==> config.mk <==
export PLATFORM = sky130hd
export DESIGN_NAME = branch_resolve_bht
export DESIGN_NICKNAME = d
export VERILOG_FILES = /design/src/rtl/branch_resolve_bht.sv
export SDC_FILE = /design/constraint.sdc
export NUM_CORES = 1
export LEC_CHECK = 0
export CORE_MARGIN = 10
export CORE_UTILIZATION = 52
export DETAILED_ROUTE_END_ITERATION = 8
export PLACE_DENSITY_LB_ADDON = 0.15
export SLEW_MARGIN = 15
export SYNTH_ARGS = -nofsm -noshare
export SYNTH_HDL_FRONTEND = slang
export SYNTH_SLANG_ARGS = --single-unit
export TNS_END_PERCENT = 20
==> constraint.sdc <==
create_clock -name clk -period 4.5 [get_ports clk]
set_input_delay 0.45 -clock clk [delete_from_list [all_inputs] [get_ports clk]]
set_output_delay 0.45 -clock clk [all_outputs]
set_load 0.02 [all_outputs]
==> src/rtl/branch_resolve_bht.sv <==
// Decode-stage branch resolver with a PC-indexed table of 2-bit saturating
// counters. It resolves conditional branches, feeds the taken prediction to
// fetch, trains the table on each resolved branch, and keeps saturating
// branch and misprediction counters.
module branch_resolve_bht #(
  parameter int         WIDTH     = 32,
  parameter int         BHT_DEPTH = 64,
  parameter logic [1:0] CNT_INIT  = 2'b01,
  parameter int         STAT_W    = 32
) (
  input  logic              clk,
  input  logic              reset,
  input  logic [WIDTH-1:0]  pc_f,
  output logic              pred_taken_f,
  input  logic [31:0]       ir_d,
  input  logic [WIDTH-1:0]  v1_d,
  input  logic [WIDTH-1:0]  v2_d,
  input  logic [WIDTH-1:0]  pc_d,
  input  logic              pred_taken_d,
  input  logic              valid_d,
  input  logic              stall_d,
  output logic              is_branch_d,
  output logic              taken_d,
  output logic              mispredict_d,
  output logic [STAT_W-1:0] br_count,
  output logic [STAT_W-1:0] miss_count
);

  localparam int IDX_W = $clog2(BHT_DEPTH);

  localparam logic [5:0] OP_REGIMM = 6'b000001;
  localparam logic [5:0] OP_BEQ    = 6'b000100;
  localparam logic [5:0] OP_BNE    = 6'b000101;
  localparam logic [5:0] OP_BLEZ   = 6'b000110;
  localparam logic [5:0] OP_BGTZ   = 6'b000111;
  localparam logic [4:0] RT_BLTZ   = 5'b00000;
  localparam logic [4:0] RT_BGEZ   = 5'b00001;

  logic [1:0]       bht [BHT_DEPTH];
  logic [IDX_W-1:0] idx_f;
  logic [IDX_W-1:0] idx_d;
  logic [5:0]       op;
  logic [4:0]       rt;
  logic signed [WIDTH-1:0] v1_s;
  logic             v1_neg;
  logic             v1_zero;
  logic             resolve;
  logic             unused;

  // Two-bit counter step toward the resolved direction, pinned at both ends.
  function automatic logic [1:0] bht_next(input logic [1:0] cnt, input logic taken);
    logic [1:0] nxt;
    nxt = cnt;
    if (taken && cnt != 2'b11)
      nxt = cnt + 2'b01;
    else if (!taken && cnt != 2'b00)
      nxt = cnt - 2'b01;
    return nxt;
  endfunction

  // Statistics counters stop at all-ones instead of wrapping.
  function automatic logic [STAT_W-1:0] stat_inc(input logic [STAT_W-1:0] cnt);
    return (&cnt) ? cnt : cnt + 1'b1;
  endfunction

  assign idx_f = pc_f[IDX_W+1:2];
  assign idx_d = pc_d[IDX_W+1:2];
  assign op    = ir_d[31:26];
  assign rt    = ir_d[20:16];
  assign v1_s  = v1_d;

  // Sign and zero tests cover every signed compare against zero.
  assign v1_neg  = v1_s[WIDTH-1];
  assign v1_zero = (v1_s == '0);

  // Old entry value is returned on a same-index write: no bypass.
  assign pred_taken_f = bht[idx_f][1];

  // Branch decode and condition evaluation; every path assigns both outputs.
  always_comb begin
    is_branch_d = 1'b0;
    taken_d     = 1'b0;
    case (op)
      OP_BEQ: begin
        is_branch_d = 1'b1;
        taken_d     = (v1_d == v2_d);
      end
      OP_BNE: begin
        is_branch_d = 1'b1;
        taken_d     = (v1_d != v2_d);
      end
      OP_BLEZ: begin
        is_branch_d = 1'b1;
        taken_d     = v1_neg | v1_zero;
      end
      OP_BGTZ: begin
        is_branch_d = 1'b1;
        taken_d     = ~v1_neg & ~v1_zero;
      end
      OP_REGIMM: begin
        if (rt == RT_BLTZ) begin
          is_branch_d = 1'b1;
          taken_d     = v1_neg;
        end else if (rt == RT_BGEZ) begin
          is_branch_d = 1'b1;
          taken_d     = ~v1_neg;
        end
      end
      default: begin
        is_branch_d = 1'b0;
        taken_d     = 1'b0;
      end
    endcase
  end

  assign mispredict_d = valid_d & is_branch_d & ~stall_d & (taken_d != pred_taken_d);
  assign resolve      = valid_d & is_branch_d & ~stall_d & reset;

  // BHT: reset to the initial bias, otherwise train the entry on each resolve.
  always_ff @(posedge clk) begin
    if (!reset) begin
      for (int i = 0; i < BHT_DEPTH; i++)
        bht[i] <= CNT_INIT;
    end else if (resolve) begin
      bht[idx_d] <= bht_next(bht[idx_d], taken_d);
    end
  end

  // Resolved-branch and misprediction statistics.
  always_ff @(posedge clk) begin
    if (!reset) begin
      br_count   <= '0;
      miss_count <= '0;
    end else if (resolve) begin
      br_count <= stat_inc(br_count);
      if (mispredict_d)
        miss_count <= stat_inc(miss_count);
    end
  end

  assign unused = ^{pc_f[1:0], pc_f[WIDTH-1:IDX_W+2], pc_d[1:0], pc_d[WIDTH-1:IDX_W+2],
                    ir_d[25:21], ir_d[15:0]};

endmodule

==> reports/metrics.csv, run 1 <==
metric,value,unit
ys_types,76,
syn_area,10920,µm²
grt_use_total,23.00,%
rr_worst_depth,10,
die-area,27200,µm²
grt_overflow,0,
tritoncts,built,
ys_seq_area_share,46.93,%
antenna_found_initial,1,
drt-initial-drc-count,844,
grt_pass1_wl,48470,µm
cts_buffer_depth,2,
fin_nets,1365,
setup_tns,0,ns
initial_core_util,53.45,%
p_leak,4.144,nW
synth_edf_count,128,
ys.flop_type,edfxtp_1,
gp_congestion,0.8805,
synth_fp_nets,1231,
maxClockFrequency,0.2554,GHz
post-route-min-period,3.916,ns
clk_pin_slew,0.07,ns
drc_errors,0,
start_kind,input pin,
cts_buffers,17,
htree_levels,4,
max_slew_margin,37.74,%
hpwlAfterDp,22190,µm
hold_viol,0,
mostFrequentLayoutCell,clkdlybuf4s50_1,
worstSetupEndpointType,flop,
rr_endpoint,bht[17][0]$_SDFFCE_PN1P_,
r2r_setup_slack,0.98,ns
die_h,164.9,µm
cp.required,4.67,ns
hold_end,miss_count[31]$_SDFFE_PN0P_,
clock_latency,0.44,ns
timing.rr.start,bht[30][0]$_SDFFCE_PN1P_,
seq_power_share,46.9,%
core_region_area,20430,µm²
cap_violations,0,
swShare,25.57,%
internal_power,3.034,mW
fin_skew,0.008721,ns
critPathMaxFanout,22,
syn_area_per_cell,10.28,µm²
worstMarginPinSlew,0.9339,ns
cts_num_sinks,192,
fin_crit_sh,87.01,%
ant_nets,0,
viasPerCell,6.083,
drtPass1Iterations,5,
p_clk_share,39.2,%
grt_pass1_vias,8647,
rows,52,
rsz0062_at_grt,no,
die_width,164.9,µm
final_cell_mix,"clkdlybuf4s50_1 (156), edfxtp_1 (128), nand2_1 (101)",
drive_above_1_share,13.07,%
cts_setup_buffers,0,
vias,8997,
cts_root_buffer,clkbuf_16,
holdPathStages,2,
grt_max_degree,89,
p_per_area,304.2,nW/µm²
cp_data_arrival_time,4.09,ns
cts_resized,0,
p_switching,1.042,mW
setup_viol,0,
cts_hold_buf,0,
routed_wl,31100,µm
hold_class,reg2reg,
p_comb_share,14.0,%
ir_drop,0.2849,mV
yosys_warnings,0,
status,"complete, no violations",
ioPinCount,233,
async_flop_share,0,%
diodes,0,
ys_ff_latch,192,
total_power,4.076,mW
wire_per_inst,21.03,µm
postSynthCellCount,1062,
maxSlewViolCount,0,
syn_to_final_growth,22.69,%
hold_start,miss_count[31]$_SDFFE_PN0P_,
crit_type,in2reg,
portBuffers,159,
final cells by class:
class                   count  area, µm²
well taps                 270      337.8
clock inverters             8      70.07
fillers                  1622       7032
flip-flops and latches    192       5125
clock buffers              24      568.0
inverters                  22      82.58
multi-input cells         761       5278
repair buffers            202       1937
cells in the mapped netlist, types with 7 or more instances:
master / n / share of area (%)
edfxtp_1: 128 / 35
nand2_1: 101 / 3.5
nor2_1: 97 / 3.3
o21ai_0: 75 / 3.4
dfxtp_1: 64 / 12
nor3_1: 64 / 2.9
clkbuf_1: 50 / 1.7
mux4_2: 37 / 7.6
a21oi_1: 36 / 1.6
nand3_1: 36 / 1.6
xor2_1: 36 / 2.9
nand4_1: 30 / 1.7
xnor2_1: 25 / 2.0
mux2i_1: 24 / 2.2
inv_1: 21 / 0.72
buf_2: 18 / 0.82
nor4_1: 18 / 1.0
or4_1: 16 / 1.1
and2_1: 15 / 0.86
o31ai_1: 13 / 0.89
or3_1: 11 / 0.63
and3_1: 10 / 0.57
mux2_2: 9 / 0.93
nand3b_1: 9 / 0.62
nor4_2: 8 / 0.92
buf_4: 7 / 0.48
registers in the layout (all words and copies together), names as in the netlist:
signal / count
br_count: 32
miss_count: 32
bht: 128
power groups by stage:
stage                     combinational, mW  sequential (mW)  clock (mW)
after floorplan                       0.346             1.94           0
after global placement                0.559             1.95           0
after detailed placement              0.562             1.95           0
after CTS                             0.567             1.91        1.61
after global routing                  0.607             1.91        1.67
final                                 0.569             1.91        1.60
worst max-delay path by stage:
stage               startpoint                  endpoint  slack (ns)  cells after the start
floorplan              pc_d[3]   bht[1][0]$_SDFFCE_PN1P_        1.02                     12
global placement       pc_d[3]  bht[17][0]$_SDFFCE_PN1P_        0.20                     12
detailed placement     pc_d[3]  bht[17][0]$_SDFFCE_PN1P_        0.13                     12
CTS                    pc_d[3]  bht[17][0]$_SDFFCE_PN1P_        0.59                     12
global route           pc_d[3]  bht[17][0]$_SDFFCE_PN1P_        0.32                     12
finish                 pc_d[3]  bht[17][0]$_SDFFCE_PN1P_        0.58                     12
per-stage QoR:
stage / hold WS [ns] / area, µm² / worst slack, ns / util (%) / cells
final: 0.4937 / 13400 / 0.5844 / 65.58 / 1479
after global routing: 0.5363 / 13400 / 0.3161 / 65.58 / 1479
after CTS: 0.4965 / 13400 / 0.5879 / 65.58 / 1479
after detailed placement: 0.4858 / 12760 / 0.1282 / 62.46 / 1447
after global placement: 0.4748 / 12760 / 0.1990 / 62.46 / 1447
after floorplan: 0.5570 / 10920 / 1.024 / - / 1062
kinds of logic after synthesis:
kind of cell	after synthesis	synth area share (%)
xor gates and xnor gates	62	5.144
and+or+nand+nor	448	21.59
muxes	73	11.21
DFF	192	46.93
adders and majority gates	4	0.4583
buffers and inverters	109	4.801
AOI/OAI and AO/OA	174	9.876
routing by layer:
| metal | part of all wire (%) | vias up | GRT usage [%] |
|---|---|---|---|
| met1 | 41 | 4333 | 29.31 |
| met2 | 49 | 386 | 38.06 |
| met3 | 7.7 | 48 | 5.502 |
| met5 | 0.042 | - | 0 |
| met4 | 2.1 | 2 | 6.924 |
| li1 | - | 4228 | - |
worst max-delay path, stage by stage:
cell      delay [ns]
buf_2           0.49
buf_4           0.43
inv_2           0.20
a221oi_1        0.23
o21ai_0         0.14
a221oi_1        0.35
or4b_4          0.57
ha_1            0.26
mux2i_1         0.33
xnor2_4         0.18
buf_4           0.28
nand4_1         0.14
No activity file was read; power rests on OpenSTA's default activity.
==> run 2: changes to the inputs <==
--- a/config.mk
+++ b/config.mk
@@ -8,6 +8,7 @@
 export CORE_MARGIN = 10
 export CORE_UTILIZATION = 52
 export DETAILED_ROUTE_END_ITERATION = 8
+export HOLD_SLACK_MARGIN = 0.02
 export PLACE_DENSITY_LB_ADDON = 0.15
 export SLEW_MARGIN = 15
 export SYNTH_ARGS = -nofsm -noshare
==> results of run 2 <==
Final layout, timing and power as in run 1 (identical DEF).
==> run 3: changes to the inputs <==
--- a/config.mk
+++ b/config.mk
@@ -6,7 +6,7 @@
 export NUM_CORES = 1
 export LEC_CHECK = 0
 export CORE_MARGIN = 10
-export CORE_UTILIZATION = 52
+export CORE_UTILIZATION = 56
 export DETAILED_ROUTE_END_ITERATION = 8
 export HOLD_SLACK_MARGIN = 0.02
 export PLACE_DENSITY_LB_ADDON = 0.15
==> constraint.sdc (replaced) <==
create_clock -name clk -period 5 [get_ports clk]
set_input_delay 0.5 -clock clk [delete_from_list [all_inputs] [get_ports clk]]
set_output_delay 0.5 -clock clk [all_outputs]
set_load 0.02 [all_outputs]
==> run 3 against run 2 <==
Compared with the run above:
- sequential cell count stayed put
- first-iteration DRC count is 6.3% lower
- critical path depth is 1 higher
- cell count is 0.81% lower
- die area is 6.3% lower
- largest cell class unchanged
- sequential power is 9.9% lower
- sequential share of layout area is 0.31 points higher
- total power is 12% lower
- setup slack better by 0.14 ns
- routed wire length is 1.1% lower
==> reports/metrics.csv, run 3 (synthesis gave the netlist of run 1 again) <==
metric,value,unit
crit_type,in2reg,
syn_to_final_growth,21.70,%
rows,51,
grt_pass1_vias,8874,
grt_max_degree,89,
p_comb_share,14.3,%
fin_ws,0.7214,ns
multi_input_area,5278,µm²
wire_per_inst,20.97,µm
clk_pin_slew,0.07,ns
core_region_area,19330,µm²
mostFrequentLayoutCell,clkdlybuf4s50_1,
drtPass1Iterations,6,
worstSetupEndpointType,flop,
cts_buffer_depth,2,
die-area,25490,µm²
drive_above_1_share,12.40,%
cts_setup_buffers,0,
antenna_found_initial,0,
post-route-min-period,4.279,ns
internal_power,2.651,mW
swShare,25.79,%
setup_tns,0,ns
grt_pass1_wl,48380,µm
final_cell_mix,"clkdlybuf4s50_1 (156), edfxtp_1 (128), nand2_1 (101)",
p_per_area,268.8,nW/µm²
hold_start,miss_count[22]$_SDFFE_PN0P_,
finish.utilization,68.74,%
largest_register_ff_count,128,
cts_num_sinks,192,
largest-register,bht,
hold_viol,0,
initial_core_util,56.48,%
portBuffers,159,
routed_wl,30770,µm
seqCellArea,5125,µm²
diodes,0,
vias,9161,
ioPinCount,233,
cp_data_arrival_time,4.42,ns
die_width,159.6,µm
fin_skew,0.01674,ns
ir_drop,0.2430,mV
p_switching,921.2,µW
max_slew_margin,39.17,%
tritoncts,built,
place_ws,0.2620,ns
status,"complete, no violations",
hold_class,reg2reg,
total_power,3.572,mW
seq_power_share,48.1,%
fin_nets,1358,
cp.required,5.14,ns
drt-initial-drc-count,791,
critPathMaxFanout,26,
hpwlAfterDp,21400,µm
fin_crit_sh,85.57,%
cts_hold_buf,0,
clock_latency,0.44,ns
p_clk_share,37.6,%
cts_buffers,17,
ant_nets,0,
cts_resized,0,
htree_levels,4,
whs,0.4963,ns
grt_overflow,0,
rsz0062_at_grt,no,
gp_congestion,0.8556,
startpoint,pc_d[2],
drc_errors,0,
cap_violations,0,
cts_root_buffer,clkbuf_16,
grt_use_total,23.54,%
die_h,159.6,µm
reg.largest.list,"bht (128), br_count (32), miss_count (32)",
worstMarginPinSlew,0.9124,ns
start_kind,input pin,
fillers,1523,
maxClockFrequency,0.2337,GHz
setup_viol,0,
timing.rr.start,bht[24][0]$_SDFFCE_PN1P_,
viasPerCell,6.245,
p_leak,4.090,nW
maxSlewViolCount,0,
[run 3: changes by cell type in the layout (fill, tap and decap cells not counted), sizes merged]
cell / before / now
clkbuf: 24 / 22
clkinv: 1 / 3
buf: 46 / 39
clkinvlp: 2 / 1
bufinv: 0 / 1
[run 3: layout make-up]
type | count | area share (%)
clock buffer | 22 | 3.577
inverter | 22 | 0.6214
clock inverter | 10 | 0.7626
tap | 265 | 2.495
timing repair buffer | 195 | 14.27
multi-input combinational | 761 | 39.71
sequential | 192 | 38.56
[run 3: stage by stage]
stage,instances,cell area [µm²]
after floorplan,1062,10920
final,1467,13290
after global placement,1435,12710
after CTS,1467,13290
after detailed placement,1435,12710
after global routing,1467,13290
[run 3: final timing paths]
kind	end	slack (ns)	cells past startpoint
worst min-delay path	miss_count[22]$_SDFFE_PN0P_	0.50	2
worst max-delay path	bht[0][0]$_SDFFCE_PN1P_	0.72	13
worst max register to register	bht[0][0]$_SDFFCE_PN1P_	1.21	11
worst min register to register	miss_count[22]$_SDFFE_PN0P_	0.50	2
[run 3: worst max-delay path, stage by stage]
cell	delay [ns]
clkdlybuf4s50_1	0.69
buf_4	0.33
a21boi_0	0.20
a211oi_1	0.07
a221oi_1	0.40
o22ai_1	0.17
a211o_1	0.31
nor3_4	0.22
ha_1	0.23
mux2i_1	0.17
xnor2_4	0.70
buf_4	0.32
nand3_1	0.09
[run 3: routing by layer]
metal	part of all wire, %	global-route usage (%)
met1	39	29.44
met2	50	39.80
met3	8.7	5.167
met4	2.4	7.414
met5	0	0
[run 3: power by group through the flow]
stage | Combinational [mW] | Clock [mW] | Sequential [mW]
after floorplan | 0.312 | 0 | 1.75
after global placement | 0.497 | 0 | 1.75
after detailed placement | 0.504 | 0 | 1.75
after CTS | 0.506 | 1.35 | 1.72
after global routing | 0.543 | 1.42 | 1.72
final | 0.511 | 1.34 | 1.72
